**src/rtl/axi_stream_header_arbiter.sv**
```systemverilog
// Round-robin arbiter sharing the inserter's single header port among NUM_REQ sources.
// Optional packet watchdog enabled by defining HDR_ARB_TIMEOUT_EN.
module axi_stream_header_arbiter #(
  parameter int DATA_WD      = 32,
  parameter int DATA_BYTE_WD = DATA_WD/8,
  parameter int BYTE_CNT_WD  = $clog2(DATA_BYTE_WD),
  parameter int NUM_REQ      = 4,
  parameter int TIMEOUT_CYC  = 64
)(
  input  logic                              clk,
  input  logic                              rst_n,
  input  logic [NUM_REQ-1:0]                req_valid,
  input  logic [NUM_REQ*DATA_WD-1:0]        req_data,
  input  logic [NUM_REQ*DATA_BYTE_WD-1:0]   req_keep,
  input  logic [NUM_REQ*BYTE_CNT_WD-1:0]    req_byte_cnt,
  output logic [NUM_REQ-1:0]                req_ready,
  output logic                              valid_insert,
  output logic [DATA_WD-1:0]                data_insert,
  output logic [DATA_BYTE_WD-1:0]           keep_insert,
  output logic [BYTE_CNT_WD-1:0]            byte_insert_cnt,
  input  logic                              ready_insert,
  input  logic                              valid_out,
  input  logic                              ready_out,
  input  logic                              last_out,
  output logic [$clog2(NUM_REQ)-1:0]        grant_id,
`ifdef HDR_ARB_TIMEOUT_EN
  output logic                              timeout_err,
`endif
  output logic                              busy
);
  localparam int ID_WD = $clog2(NUM_REQ);

  if (NUM_REQ < 2 || NUM_REQ > 16 || TIMEOUT_CYC < 2) begin : g_bad_cfg
    $error("axi_stream_header_arbiter: unsupported parameter set");
  end

  typedef enum logic [1:0] {IDLE, HDR, PKT} state_t;

  typedef struct packed {
    logic [DATA_WD-1:0]      data;
    logic [DATA_BYTE_WD-1:0] keep;
    logic [BYTE_CNT_WD-1:0]  cnt;
  } hdr_t;

  state_t                               state, state_n;
  logic [ID_WD-1:0]                     ptr, ptr_n, sel, nxt;
  logic                                 found, grant, beat, eop;
  hdr_t                                 hdr_q;
  logic [NUM_REQ-1:0][DATA_WD-1:0]      rd;
  logic [NUM_REQ-1:0][DATA_BYTE_WD-1:0] rk;
  logic [NUM_REQ-1:0][BYTE_CNT_WD-1:0]  rc;

  assign rd = req_data;
  assign rk = req_keep;
  assign rc = req_byte_cnt;

  assign beat = valid_out && ready_out;
  assign eop  = beat && last_out;
  assign nxt  = (grant_id == ID_WD'(NUM_REQ-1)) ? '0 : grant_id + 1'b1;

  // First requester at or after the pointer, wrapping.
  always_comb begin
    found = 1'b0;
    sel   = '0;
    for (int k = 0; k < NUM_REQ; k++) begin
      if (!found && req_valid[ID_WD'((int'(ptr) + k) % NUM_REQ)]) begin
        found = 1'b1;
        sel   = ID_WD'((int'(ptr) + k) % NUM_REQ);
      end
    end
  end

`ifdef HDR_ARB_TIMEOUT_EN
  localparam int TC_WD = $clog2(TIMEOUT_CYC) + 1;
  logic [TC_WD-1:0] tcnt;
  logic             tmo;
  assign tmo = (state == PKT) && !beat && (tcnt == TC_WD'(TIMEOUT_CYC-1));

  always_ff @(posedge clk) begin
    if (!rst_n) begin
      tcnt        <= '0;
      timeout_err <= 1'b0;
    end else begin
      timeout_err <= tmo;
      if (state != PKT || beat) tcnt <= '0;
      else                      tcnt <= tcnt + 1'b1;
    end
  end
`endif

  always_comb begin
    state_n      = state;
    ptr_n        = ptr;
    grant        = 1'b0;
    req_ready    = '0;
    valid_insert = 1'b0;
    case (state)
      IDLE: if (found) begin
        // Gated by reset so an abandoned cycle never consumes a header.
        req_ready[sel] = rst_n;
        grant          = 1'b1;
        state_n        = HDR;
      end
      HDR: begin
        valid_insert = 1'b1;
        if (ready_insert) state_n = PKT;
      end
      PKT: begin
        if (eop) begin
          state_n = IDLE;
          ptr_n   = nxt;
        end
`ifdef HDR_ARB_TIMEOUT_EN
        else if (tmo) begin
          state_n = IDLE;
          ptr_n   = nxt;
        end
`endif
      end
      default: state_n = IDLE;
    endcase
  end

  always_ff @(posedge clk) begin
    if (!rst_n) begin
      state    <= IDLE;
      ptr      <= '0;
      grant_id <= '0;
      hdr_q    <= '0;
    end else begin
      state <= state_n;
      ptr   <= ptr_n;
      if (grant) begin
        grant_id <= sel;
        hdr_q    <= '{data: rd[sel], keep: rk[sel], cnt: rc[sel]};
      end
    end
  end

  assign data_insert     = hdr_q.data;
  assign keep_insert     = hdr_q.keep;
  assign byte_insert_cnt = hdr_q.cnt;
  assign busy            = (state != IDLE);
endmodule

```
**config.mk**
```make
export PLATFORM = sky130hd
export DESIGN_NAME = axi_stream_header_arbiter
export DESIGN_NICKNAME = d
export VERILOG_FILES = /design/src/rtl/axi_stream_header_arbiter.sv
export SDC_FILE = /design/constraint.sdc
export NUM_CORES = 1
export LEC_CHECK = 0
export CAP_MARGIN = 20
export CORE_MARGIN = 10
export CORE_UTILIZATION = 40
export CTS_BUF_LIST = sky130_fd_sc_hd__clkbuf_4
export CTS_CLUSTER_SIZE = 8
export DETAILED_ROUTE_END_ITERATION = 8
export PLACE_DENSITY_LB_ADDON = 0.08
export SYNTH_ARGS = -nofsm -noshare
export SYNTH_HDL_FRONTEND = slang
export SYNTH_SLANG_ARGS = --single-unit
```
**constraint.sdc**
```tcl
create_clock -name clk -period 4.1 [get_ports clk]
set_input_delay 0.82 -clock clk [delete_from_list [all_inputs] [get_ports clk]]
set_output_delay 0.82 -clock clk [all_outputs]
set_load 0.03 [all_outputs]
```
==> metrics.cfg, run 1 <==
[timing]
tns_ns = 0
relSlewSlack_pct = 44.4
layout_min_cycle_time_ns = 3.32
clock_skew_ns = 0.00841
drv_slew = 0
finalHoldViolCount = 0
fin_crit_sh_pct = 81.1
setup_viol = 0
worst_pin_slew_ns = 0.835
fmax_mhz = 301
rsz0062_at_grt = no
worst_slack_ns = 0.776

[synth]
synth_edf_count = 0
synth_cells = 345
syn-cell-area_um2 = 3040
synth_area_per_cell_um2 = 8.82
yosysSeqAreaShare_pct = 29.0
synth_async_sr_flop_share_pct = 0
ys_ff_latch = 44
ys_types = 40
syn_nets = 508
synth-main-ff-cell = dfxtp_1
yosysWarnings = 0

[floorplanning]
die_area_um2 = 11500
chipWidth_um = 107
start_util_pct = 41.5
die_h_um = 107
rows = 31
core_um2 = 7330
io_pins = 208

[clock_network]
ctsResizeCount = 0
cts_tree = built
holdBufCountCts = 0
numCtsBuffers = 5
cts_root_buffer = clkbuf_4
clk_pin_slew_ns = 0.12
cts.sinks = 44
cts_setup_buffers = 0
worstSkewPairLatency_ns = 0.36
cts_buffer_depth = 2
htreeDepth = 2

[power_and_ir_drop]
p_per_area_nw_per_um2 = 288
total_power_mw = 1.49
peakVddDrop_mv = 0.163
power.leakage_nw = 1.78

[setup_path]
critPathSlowestCell = clkdlybuf4s50_1
critPathLaunchType = primary input
endpoint_kind = output port
arrival_ns = 2.50
cp-startpoint = req_valid[0]
cp_max_fo = 11
reg2reg_slack_ns = 1.85
cp.required_ns = 3.28
slowest_delay_ns = 0.72
critPathKind = in -> out
crit_top_cell = nor2b_1
path_cells = clkdlybuf4s50_1, nor2b_1, nor3_1, o31a_1, nor2b_1, buf_4
r2r_start = state[1]

[detailed_routing]
vias_per_cell = 5.74
via_count = 3615
drtIter0Drc = 179
drc = 0
wl_mm = 13.2
antenna_left = 0
wire_per_inst_um = 20.9
drt_first_pass_iters = 4

[global_routing]
antenna_found_initial = 0
grt_max_degree = 78
grt_pass1_wl_mm = 20.5
grt_pass1_vias = 3859
overflow = 0
track_usage_pct = 21.9

[final_layout]
synthToLayoutAreaGrowth_pct = 69.6
layout_common_cells = clkdlybuf4s50_1, dfxtp_1, mux2i_1
drive_above_1_share_pct = 11.5
nets = 694
final_common_cell = clkdlybuf4s50_1
antennaDiodeCount = 0

[min_path]
min_from = grant_id[1]
hp-class = reg -> reg

[place]
dp_slack_ns = 0.805
port_buffers = 207
gp_congestion = 0.778
hpwl_mm = 10.2

[status]
status = finished clean

[flow_run]
drv_cap = 0

-- final cells by class --
class,count,area [um^2]
Fill cell,571,2170
Timing Repair Buffer,219,2160
Multi-Input combinational cell,259,1940
Sequential cell,44,881
Tap cell,99,124
Clock buffer,5,37.5
Clock inverter,2,7.51
Inverter,2,7.51
-- where the power goes --
part / switching [mW] / internal [mW] / total [mW]
clock: 0.139 / 0.0602 / 0.200
combinational: 0.383 / 0.365 / 0.748
sequential: 0.0450 / 0.494 / 0.539
-- final timing paths --
kind / to / cells past startpoint
setup / recovery: req_ready[2] / 6
hold / removal: grant_id[1] / 2
setup reg to reg: byte_insert_cnt[0] / 6
hold reg to reg: grant_id[1] / 2
-- critical path, delay by kind of cell --
kind,cells,cell delay [ns]
AND/OR/NAND/NOR,3,0.46
AO/OA/AOI/OAI,1,0.33
buffers and inverters,2,0.89
-- state kept, by name (all words and copies together) (netlist names) --
register / cells
ptr: 2
byte_insert_cnt: 2
state: 2
data_insert: 32
grant_id: 2
keep_insert: 4
-- cells by family (layout without fill, tap and decap cells) --
group / count (synthesis) / after routing / synth area share, %
multiplexers: 40 / 40 / 13.2
AND/OR/NAND/NOR: 65 / 65 / 11.4
AO/OA/AOI/OAI: 153 / 153 / 38.5
adder cells (fa/ha/maj): 1 / 1 / 0.411
flip-flops: 44 / 44 / 29.0
buffers and inverters: 42 / 228 / 7.65
-- metrics by stage --
| stage | area, um^2 | std cells | hold slack [ns] | util (%) |
|---|---|---|---|---|
| floorplan | 3040 | 345 | 0.543 | - |
| global placement | 5110 | 623 | 0.480 | 69.8 |
| detailed placement | 5110 | 623 | 0.486 | 69.8 |
| CTS | 5160 | 630 | 0.504 | 70.4 |
| global route | 5160 | 630 | 0.528 | 70.4 |
| finish | 5160 | 630 | 0.502 | 70.4 |
-- cell usage after synthesis (3+ instances only) --
| library cell | count | share of area (%) |
|---|---|---|
| nor2b_1 | 13 | 2.7 |
| a31o_2 | 15 | 4.3 |
| clkbuf_1 | 12 | 1.5 |
| nand3_1 | 3 | 0.49 |
| nand4_1 | 16 | 3.3 |
| o22ai_1 | 22 | 4.5 |
| o21ai_0 | 24 | 3.9 |
| nand2_1 | 19 | 2.3 |
| dfxtp_1 | 44 | 29 |
| o211ai_2 | 17 | 7.0 |
| buf_6 | 6 | 2.2 |
| o21ai_1 | 16 | 2.6 |
| nand2b_1 | 5 | 1.0 |
| o31ai_1 | 16 | 3.9 |
| o211ai_1 | 4 | 0.99 |
| nor2_1 | 5 | 0.62 |
| a221oi_1 | 22 | 6.3 |
| a21oi_1 | 3 | 0.49 |
| buf_2 | 18 | 3.0 |
| mux2i_1 | 40 | 13 |
-- per-layer routing --
metal	part of all wire [%]	vias up	GRT usage (%)
met5	0	-	0
li1	-	1740	-
met2	50	153	39.0
met1	39	1700	24.2
met4	2.3	0	6.58
met3	8.6	22	6.83
Power figures use the tool's default switching activity.
==> run 2, diff against run 1 <==
- CORE_UTILIZATION: 40 -> 37
- clock period: 4.1 -> 3.2 ns (I/O delays scaled with it)
==> run 2 against run 1 <==
  * Flip-flop and latch count unchanged
  * Sequential share of layout area down 0.11 points
  * Non-clock buffer count up 2
  * Sequential power up 28%
  * Final cell count up 1.4%
  * First-iteration DRC count down 24%
  * Global-route usage down 1.6 points
  * Clock power up 43%
  * Via count down 1.2%
  * Die area up 6.6%
  * Combinational power up 29%
  * Critical path depth unchanged
  * Largest power group unchanged
==> metrics.cfg, run 2 (synthesized netlist as in run 1, its figures left out) <==
[status]
status = finished clean

[setup_path]
arrival_ns = 2.25  ; -0.25 ns
critPathLaunchType = primary input
cp_max_fo = 10  ; -1
cp.required_ns = 2.56  ; -0.72 ns
slowest_delay_ns = 0.53  ; -0.19 ns
reg2regPathDepth = 5  ; -1
worstSetupEndpoint = req_ready[3]
path_cells = clkdlybuf4s50_1, or3_4, o21a_4, nand2_1, nor2_1, buf_4
reg2reg_slack_ns = 1.23  ; -0.62 ns
cp-startpoint = req_valid[2]
critPathKind = in -> out
endpoint_kind = output port
rr_endpoint = data_insert[2]
r2r_start = ptr[1]
critPathSlowestCell = clkdlybuf4s50_1

[timing]
tns_ns = 0  ; unchanged
fin_crit_sh_pct = 90.4
clock_skew_ns = 0.00930  ; +0.000881 ns
relSlewSlack_pct = 62.6  ; +18 points
worst_slack_ns = 0.308  ; -0.469 ns
drv_slew = 0  ; unchanged
layout_min_cycle_time_ns = 2.89
hold_slack_ns = 0.506  ; +0.00403 ns
finalHoldViolCount = 0  ; unchanged
worst_pin_slew_ns = 0.562  ; -0.273 ns
setup_viol = 0  ; unchanged
fmax_mhz = 346
rsz0062_at_grt = no

[clock_network]
clk_pin_slew_ns = 0.13  ; about the same
numCtsBuffers = 5  ; unchanged
cts_tree = built
holdBufCountCts = 0  ; unchanged
worstSkewPairLatency_ns = 0.36  ; about the same
cts.sinks = 44  ; unchanged
htreeDepth = 2  ; unchanged
cts_setup_buffers = 0  ; unchanged
cts_buffer_depth = 2  ; unchanged
ctsResizeCount = 0  ; unchanged
cts_root_buffer = clkbuf_4

[floorplanning]
io_pins = 208  ; unchanged
core_um2 = 8090  ; +10%
chipWidth_um = 111  ; +3.2%
rows = 33  ; +6.5%
die_area_um2 = 12200  ; +6.6%
die_h_um = 111  ; +3.2%
start_util_pct = 37.6  ; -3.9 points

[min_path]
whs_path_depth = 2  ; unchanged
hp-class = reg -> reg

[detailed_routing]
drtIter0Drc = 136  ; -24%
wire_per_inst_um = 20.4  ; -2.4%
drc = 0  ; unchanged
drt_first_pass_iters = 4  ; unchanged
wl_mm = 13.0  ; -1.0%
vias_per_cell = 5.59  ; -2.6%
via_count = 3572  ; -1.2%
antenna_left = 0  ; unchanged

[global_routing]
antenna_found_initial = 0  ; unchanged
grt_max_degree = 52  ; -33%
track_usage_pct = 20.3  ; -1.6 points
overflow = 0  ; unchanged
grt_pass1_vias = 3708  ; -3.9%
grt_pass1_wl_mm = 20.7  ; +1.1%

[place]
place_area_um2 = 5140  ; +0.44%
hpwl_mm = 10.1  ; -1.1%
dp_slack_ns = 0.317  ; -0.487 ns
placed_cells = 631  ; +1.3%
port_buffers = 207  ; unchanged
gp_congestion = 0.782  ; +0.41%

[power_and_ir_drop]
pwr-share-clk_pct = 14.7  ; +1.3 points
power.leakage_nw = 1.80  ; +0.96%
internal-power_mw = 1.20  ; +31%
switching_share_pct = 37.8  ; -0.36 points
p_seq_share_pct = 35.6  ; -0.6 points
pwr-share-comb_pct = 49.6  ; -0.7 points
p_per_area_nw_per_um2 = 373  ; +30%
power.switching_mw = 0.733  ; +29%
peakVddDrop_mv = 0.212  ; +30%
total_power_mw = 1.94  ; +30%

[final_layout]
instances_no_fill = 639  ; +1.4%
design_area_um2 = 5190  ; +0.65%
largest_reg_flops = 32  ; unchanged
nets = 696  ; +0.29%
drive_above_1_share_pct = 12.2  ; +0.68 points
layout_common_cells = clkdlybuf4s50_1, dfxtp_1, mux2i_1
synthToLayoutAreaGrowth_pct = 70.8
utilization_pct = 64.2  ; -6.2 points
final_common_cell = clkdlybuf4s50_1
antennaDiodeCount = 0  ; unchanged

[flow_run]
drv_cap = 0  ; unchanged

## run 2: worst min path at each step
stage	slack (ns)	startpoint	to
after CTS	0.51	grant_id[1]	grant_id[1]
after global routing	0.52	grant_id[1]	grant_id[1]
after global placement	0.48	grant_id[1]	grant_id[1]
after floorplan	0.54	ptr[0]	ptr[0]
after detailed placement	0.49	grant_id[1]	grant_id[1]
final	0.51	grant_id[1]	grant_id[1]
## run 2: worst max-delay path: cells and delay by family
family	cells	cell delay, ns
AND/OR/NAND/NOR	3	0.65
buffers and inverters	2	0.70
AO/OA/AOI/OAI	1	0.25
## run 2: layout make-up
| class | instances | area, um^2 |
|---|---|---|
| clock buffers | 7 | 52.6 |
| fillers | 702 | 2900 |
| flip-flops and latches | 44 | 881 |
| repair buffers | 221 | 2170 |
| multi-input cells | 259 | 1940 |
| well taps | 105 | 131 |
| clock inverters | 1 | 3.75 |
| inverters | 2 | 7.51 |
## run 2: metal layers
| layer | global-route usage [%] | wire length (um) | vias to the layer above |
|---|---|---|---|
| li1 | - | - | 1737 |
| met1 | 24.2 | 5440 | 1679 |
| met2 | 34.4 | 6370 | 146 |
| met3 | 6.55 | 1110 | 10 |
| met4 | 4.51 | 137 | 0 |
| met5 | 0 | 0 | - |
## run 2: power groups by stage
stage / clock [mW] / combinational [mW] / sequential [mW]
after detailed placement: 0 / 0.968 / 0.702
final: 0.286 / 0.962 / 0.690
after floorplan: 0 / 0.355 / 0.857
after global placement: 0 / 0.954 / 0.698
after global routing: 0.315 / 1.03 / 0.702
after CTS: 0.296 / 0.972 / 0.690
==> run 3, diff against run 2 <==
- CTS_CLUSTER_SIZE: 8 -> 24
==> results of run 3 <==
Final layout, timing and power as in run 2 (identical DEF).
==> RTL change 1 (settings of run 1) <==
Change the parameter `DATA_WD` from 32 to 64.
--- a/src/rtl/axi_stream_header_arbiter.sv
+++ b/src/rtl/axi_stream_header_arbiter.sv
@@ -2,5 +2,5 @@
 // Optional packet watchdog enabled by defining HDR_ARB_TIMEOUT_EN.
 module axi_stream_header_arbiter #(
-  parameter int DATA_WD      = 32,
+  parameter int DATA_WD      = 64,
   parameter int DATA_BYTE_WD = DATA_WD/8,
   parameter int BYTE_CNT_WD  = $clog2(DATA_BYTE_WD),
Interface: changed (6 resized); port bits go from 208 to 393. No check against the original RTL was run, so the function may have changed too.
==> RTL change 1 against run 1 <==
Worst setup slack gained 0.0068 ns. Sequential share of layout area grew 1.7 points. Clock skew rose by 0.013 ns. Final area rose by 67%. Via count grew 49%. Power grew 68%. Clock power rose by 140%. Count of clock-buffer cells in the layout rose by 5. Global-route usage increased by 5.6 points. Worst hold slack got worse by 0.024 ns. Sequential cell count up 37. Area after synthesis is 53% higher. Routed wire length is 81% higher.
==> RTL change 1: results (changes against run 1) <==
Global route
  • Total GRT Usage: 0.274 (+0.0557)
  • First-pass GRT wire length: 34.8 mm (+70%)
  • Initial antenna violation count: 3 (+3)
  • Largest net degree at the start of global routing: 86 (+10%)
  • Vias in the first global route: 5682 (+47%)

STA
  • Sum Neg Setup Slack: 0 ns (unchanged)
  • Slew margin rel.: 0.416 (-0.0279)
  • Post-Route Skew: 0.0210 ns (+0.0126 ns)

Placed design
  • HPWL after DPL: 19.5 mm (+91%)
  • GPL Wtd Cong: 0.862 (+11%)
  • IO buf count: 392 (+89%)
  • Placed instance area: 8500 um2 (+66%)

Final layout
  • Fraction of layout cells with a size suffix above 1: 0.0357 (-0.0792)
  • Largest register FFs: 64 (+100%)
  • Final #Nets: 1146 (+65%)

Yosys
  • Adder-Cell Fraction of Synth Area: 0.00269 (-0.00143)
  • Largest cells by area after synthesis: dfxtp_1 (35%), mux2i_1 (33%), o221ai_1 (14%), nand2_1 (6.4%), buf_12 (3.9%)
  • Synth Net Count: 779 (+53%)
  • Xor and xnor area share after synthesis: 0 (unchanged)
  • Compound-Gate Fraction of Synth Area: 0.155 (-0.229)
  • Async SR Flop Fraction: 0 (unchanged)
  • Post-synthesis mux area share: 0.327 (+0.195)
  • Synth unique cells: 26 (-35%)
  • Synth cell count leaders: mux2i_1 (152), dfxtp_1 (81), nand2_1 (80)
  • Synth warn: 0 (unchanged)
  • Register area share after synthesis: 0.348 (+0.0584)

Min path
  • Hold WC Path Type: reg -> reg

CTS
  • PostCTS Resize Cnt: 0 (unchanged)
  • Root buf cell: clkbuf_4
  • H-Tree Level Count: 3 (+1)
  • Total CTS buffers: 9 (+4)
  • Clock latency on the worst-skew pair: 0.43 ns (+0.07 ns)
  • Setup Buffers After CTS: 0 (unchanged)
  • Max clock buf depth: 2 (unchanged)
  • Clock slew at reported path FFs: approximately 0.13 ns

Power
  • Leak Pwr: 3.79 nW (+110%)
  • Peak VDD IR: 172 uV (+5.2%)

Outcome
  • Outcome: complete, no violations

Critical path
  • Critical path arrival: 2.50 ns (about the same)
  • Max Fanout on Critical Path: 16 (+5)

Routing
  • Antenna viol nets, final: 0 (unchanged)
  • DR WL/cell: 24.2 um (+15%)
  • Violation count after the first detailed-route iteration: 321 (+79%)
  • DR pass1 iterations: 4 (unchanged)
  • DR vias/cell: 5.46 (-4.9%)
## RTL change 1: changes by cell type after synthesis, moves of 15 or more
cell / delta
o21ai_1: -16
o211ai_2: -17
mux2i_1: +112
nand4_1: -16
o221ai_1: +74
a221oi_1: -22
o31ai_1: -16
nand2_1: +61
o21ai_0: -24
o22ai_1: -22
a31o_2: -15
dfxtp_1: +37
## RTL change 1: stage by stage
| step | instances | setup WS, ns | hold slack, ns |
|---|---|---|---|
| after floorplan | 468 | 0.886 | 0.497 |
| after CTS | 983 | 0.780 | 0.483 |
| final | 986 | 0.783 | 0.478 |
| after detailed placement | 967 | 0.700 | 0.446 |
| after global routing | 986 | 0.687 | 0.497 |
| after global placement | 967 | 0.821 | 0.443 |
## RTL change 1: cell families (layout without fill, tap and decap cells)
kind of cell | after synthesis | after routing
buffers and inverters | 43 | 415
DFF | 81 | 81
muxes | 152 | 152
AOI/OAI and AO/OA | 84 | 84
adders and majority gates | 1 | 1
other | 0 | 3
and+or+nand+nor | 107 | 107
## RTL change 1: worst paths after layout
path              slack, ns                      endpoint  cells past startpoint                   startpoint
setup / recovery       0.78                  req_ready[1]                      6                 req_valid[1]
hold / removal         0.48   data_insert[4]$_SDFFE_PN0P_                      2  data_insert[4]$_SDFFE_PN0P_
setup reg to reg       1.73  data_insert[36]$_SDFFE_PN0P_                      6          ptr[0]$_SDFFE_PN0P_
hold reg to reg        0.48   data_insert[4]$_SDFFE_PN0P_                      2  data_insert[4]$_SDFFE_PN0P_
## RTL change 1: routing by layer
layer	GRT usage	wire (um)
met1	0.268	7980
met2	0.496	12400
met3	0.115	2480
met4	0.117	915
met5	0	0
## RTL change 1: area by class of cell
| type | instances | area (um2) |
|---|---|---|
| Timing Repair Buffer | 398 | 3970 |
| Tap cell | 143 | 179 |
| Clock inverter | 6 | 58.8 |
| Fill cell | 865 | 2780 |
| Multi-Input combinational cell | 344 | 2720 |
| Sequential cell | 81 | 1620 |
| Antenna cell | 3 | 7.51 |
| Inverter | 1 | 3.75 |
| Clock buffer | 10 | 75.1 |
## RTL change 1: worst max-delay path, cell delays in order
cell             delay, ns
clkdlybuf4s50_1       0.54
nor2_2                0.07
or4_4                 0.51
and2_4                0.24
nor2_1                0.14
buf_4                 0.17
## RTL change 1: power by group
| group | switching (W) | internal (W) | leakage (nW) | total, W |
|---|---|---|---|---|
| registers | 0.0000527 | 0.000886 | 0.669 | 0.000938 |
| clock network | 0.000289 | 0.000189 | 0.0698 | 0.000478 |
| logic | 0.000510 | 0.000566 | 3.05 | 0.00108 |
==> RTL change 2 (flow settings as in run 1) <==
Without the edit above. The 3 states of `state_t` get a one-hot encoding in 3 bits.
--- a/src/rtl/axi_stream_header_arbiter.sv
+++ b/src/rtl/axi_stream_header_arbiter.sv
@@ -35,5 +35,5 @@
   end
 
-  typedef enum logic [1:0] {IDLE, HDR, PKT} state_t;
+  typedef enum logic [2:0] {IDLE = 3'b001, HDR = 3'b010, PKT = 3'b100} state_t;
 
   typedef struct packed {
Function: no difference found for any inputs over 4 cycles, from zero or initial values and one cycle with rst_n low; so few cycles prove little.
==> RTL change 2 against run 1 <==
Utilization down 1.1 points. Count of clock-buffer cells in the layout unchanged. Worst setup slack worse by 0.43 ns. Sequential cell count up 1. Area after synthesis up 5.5%. Combinational power up 10%. Via count up 11%. Register-to-register slack better by 0.12 ns. Final area up 4.3%. Sequential power up 3%. Global-route usage up 0.73 points. Routed wire length up 8.6%. Power up 7.8%. Fmax down 11%.
==> RTL change 2: results (changes against run 1) <==
Outcome
  • Outcome: complete, no violations

Power
  • Leak Pwr: 1.87 nW (+4.5%)
  • Peak VDD IR: 191 uV (+17%)
  • Pwr/cell area: 298 nW/um2 (+3.4%)
  • Seq. pwr: 0.000554 W (+3%)
  • Power Internal: 0.000964 W (+4.9%)

Placed design
  • HPWL after DPL: 10.5 mm (+3.1%)

Critical path
  • Crit path largest cell delay: 0.67 ns (-0.05 ns)
  • Reg2Reg Launch Point: state[0]$_SDFFE_PN1P_
  • Reg2reg setup slack: 1.97 ns (+0.12 ns)
  • RR Endpoint: data_insert[2]$_SDFFE_PN0P_

Routing
  • DR WL/cell: 20.6 um (-1.6%)
  • Violation count after the first detailed-route iteration: 191 (+6.7%)
  • DR pass1 iterations: 5 (+1)
  • DR vias/cell: 5.79 (+0.98%)

Yosys
  • Synth cell count leaders: o21ai_0 (55), o21ai_1 (51), dfxtp_1 (45)
  • Register area share after synthesis: 0.281 (-0.00878)
  • Largest cells by area after synthesis: dfxtp_1 (28%), o21ai_0 (8.6%), o21ai_1 (8.0%), a41oi_2 (7.1%), a21o_1 (6.6%)
  • Synth unique cells: 45 (+13%)
  • Synth Net Count: 572 (+13%)

Final layout
  • Final #Nets: 755 (+8.8%)
  • Signal buf overhead: 0.409 (-0.00969)
  • Largest register FFs: 32 (unchanged)
  • Reg area: 901 um2 (+2.3%)
  • Multi-input gate area: 2090 um2 (+7.5%)
  • ClkCell Share: 0.0102 (+0.00150)
  • Bufs w/o clock: 221 (+0.91%)
  • Fillers: 645 (+13%)

Global route
  • First-pass GRT wire length: 21.8 mm (+6.4%)
  • Largest net degree at the start of global routing: 50 (-36%)
  • Vias in the first global route: 4162 (+7.9%)
  • Total GRT Usage: 0.226 (+0.00725)

STA
  • Post-Route Skew: 0.0172 ns (+0.00879 ns)
  • Slew @ Worst Pin: 0.850 ns (+0.0154 ns)
-- RTL change 2: changes by cell type after synthesis, moves of 16 or more --
| cell | run 1 | this run |
|---|---|---|
| o21ai_1 | 16 | 51 |
| o211ai_2 | 17 | 0 |
| mux2i_1 | 40 | 0 |
| a21o_1 | 0 | 28 |
| a221oi_1 | 22 | 0 |
| o22ai_1 | 22 | 1 |
| o21ai_0 | 24 | 55 |
| nand3_1 | 3 | 30 |
| nand4_1 | 16 | 0 |
-- RTL change 2: worst max path at each step --
stage	slack, ns	end	startpoint
floorplan	1.18	req_ready[2]	req_valid[0]
global placement	0.44	req_ready[3]	req_valid[0]
detailed placement	0.36	req_ready[3]	req_valid[0]
CTS	0.35	req_ready[3]	req_valid[0]
global route	0.24	req_ready[3]	req_valid[0]
finish	0.35	req_ready[3]	req_valid[0]
-- RTL change 2: routing by layer --
layer	vias to the layer above	global-route usage	routed length [um]
met5	-	0	0
met4	0	0.0660	289
met3	18	0.0796	1310
met2	161	0.396	7300
met1	1927	0.253	5410
li1	1921	-	-
-- RTL change 2: kinds of logic (layout without fill, tap and decap cells) --
kind of cell	Yosys count	after routing	synth area share
AO/OA/AOI/OAI	215	215	0.470
buffers and inverters	47	231	0.0768
adder cells (fa/ha/maj)	1	1	0.00390
flip-flops	45	45	0.281
AND/OR/NAND/NOR	101	101	0.168
-- RTL change 2: per-stage QoR --
step	worst slack (ns)	hold WS (ns)	instances	instance area [um2]
finish	0.351	0.513	695	5380
global route	0.238	0.542	695	5380
CTS	0.354	0.519	695	5380
detailed placement	0.364	0.501	687	5330
global placement	0.439	0.489	687	5330
floorplan	1.18	0.562	409	3210
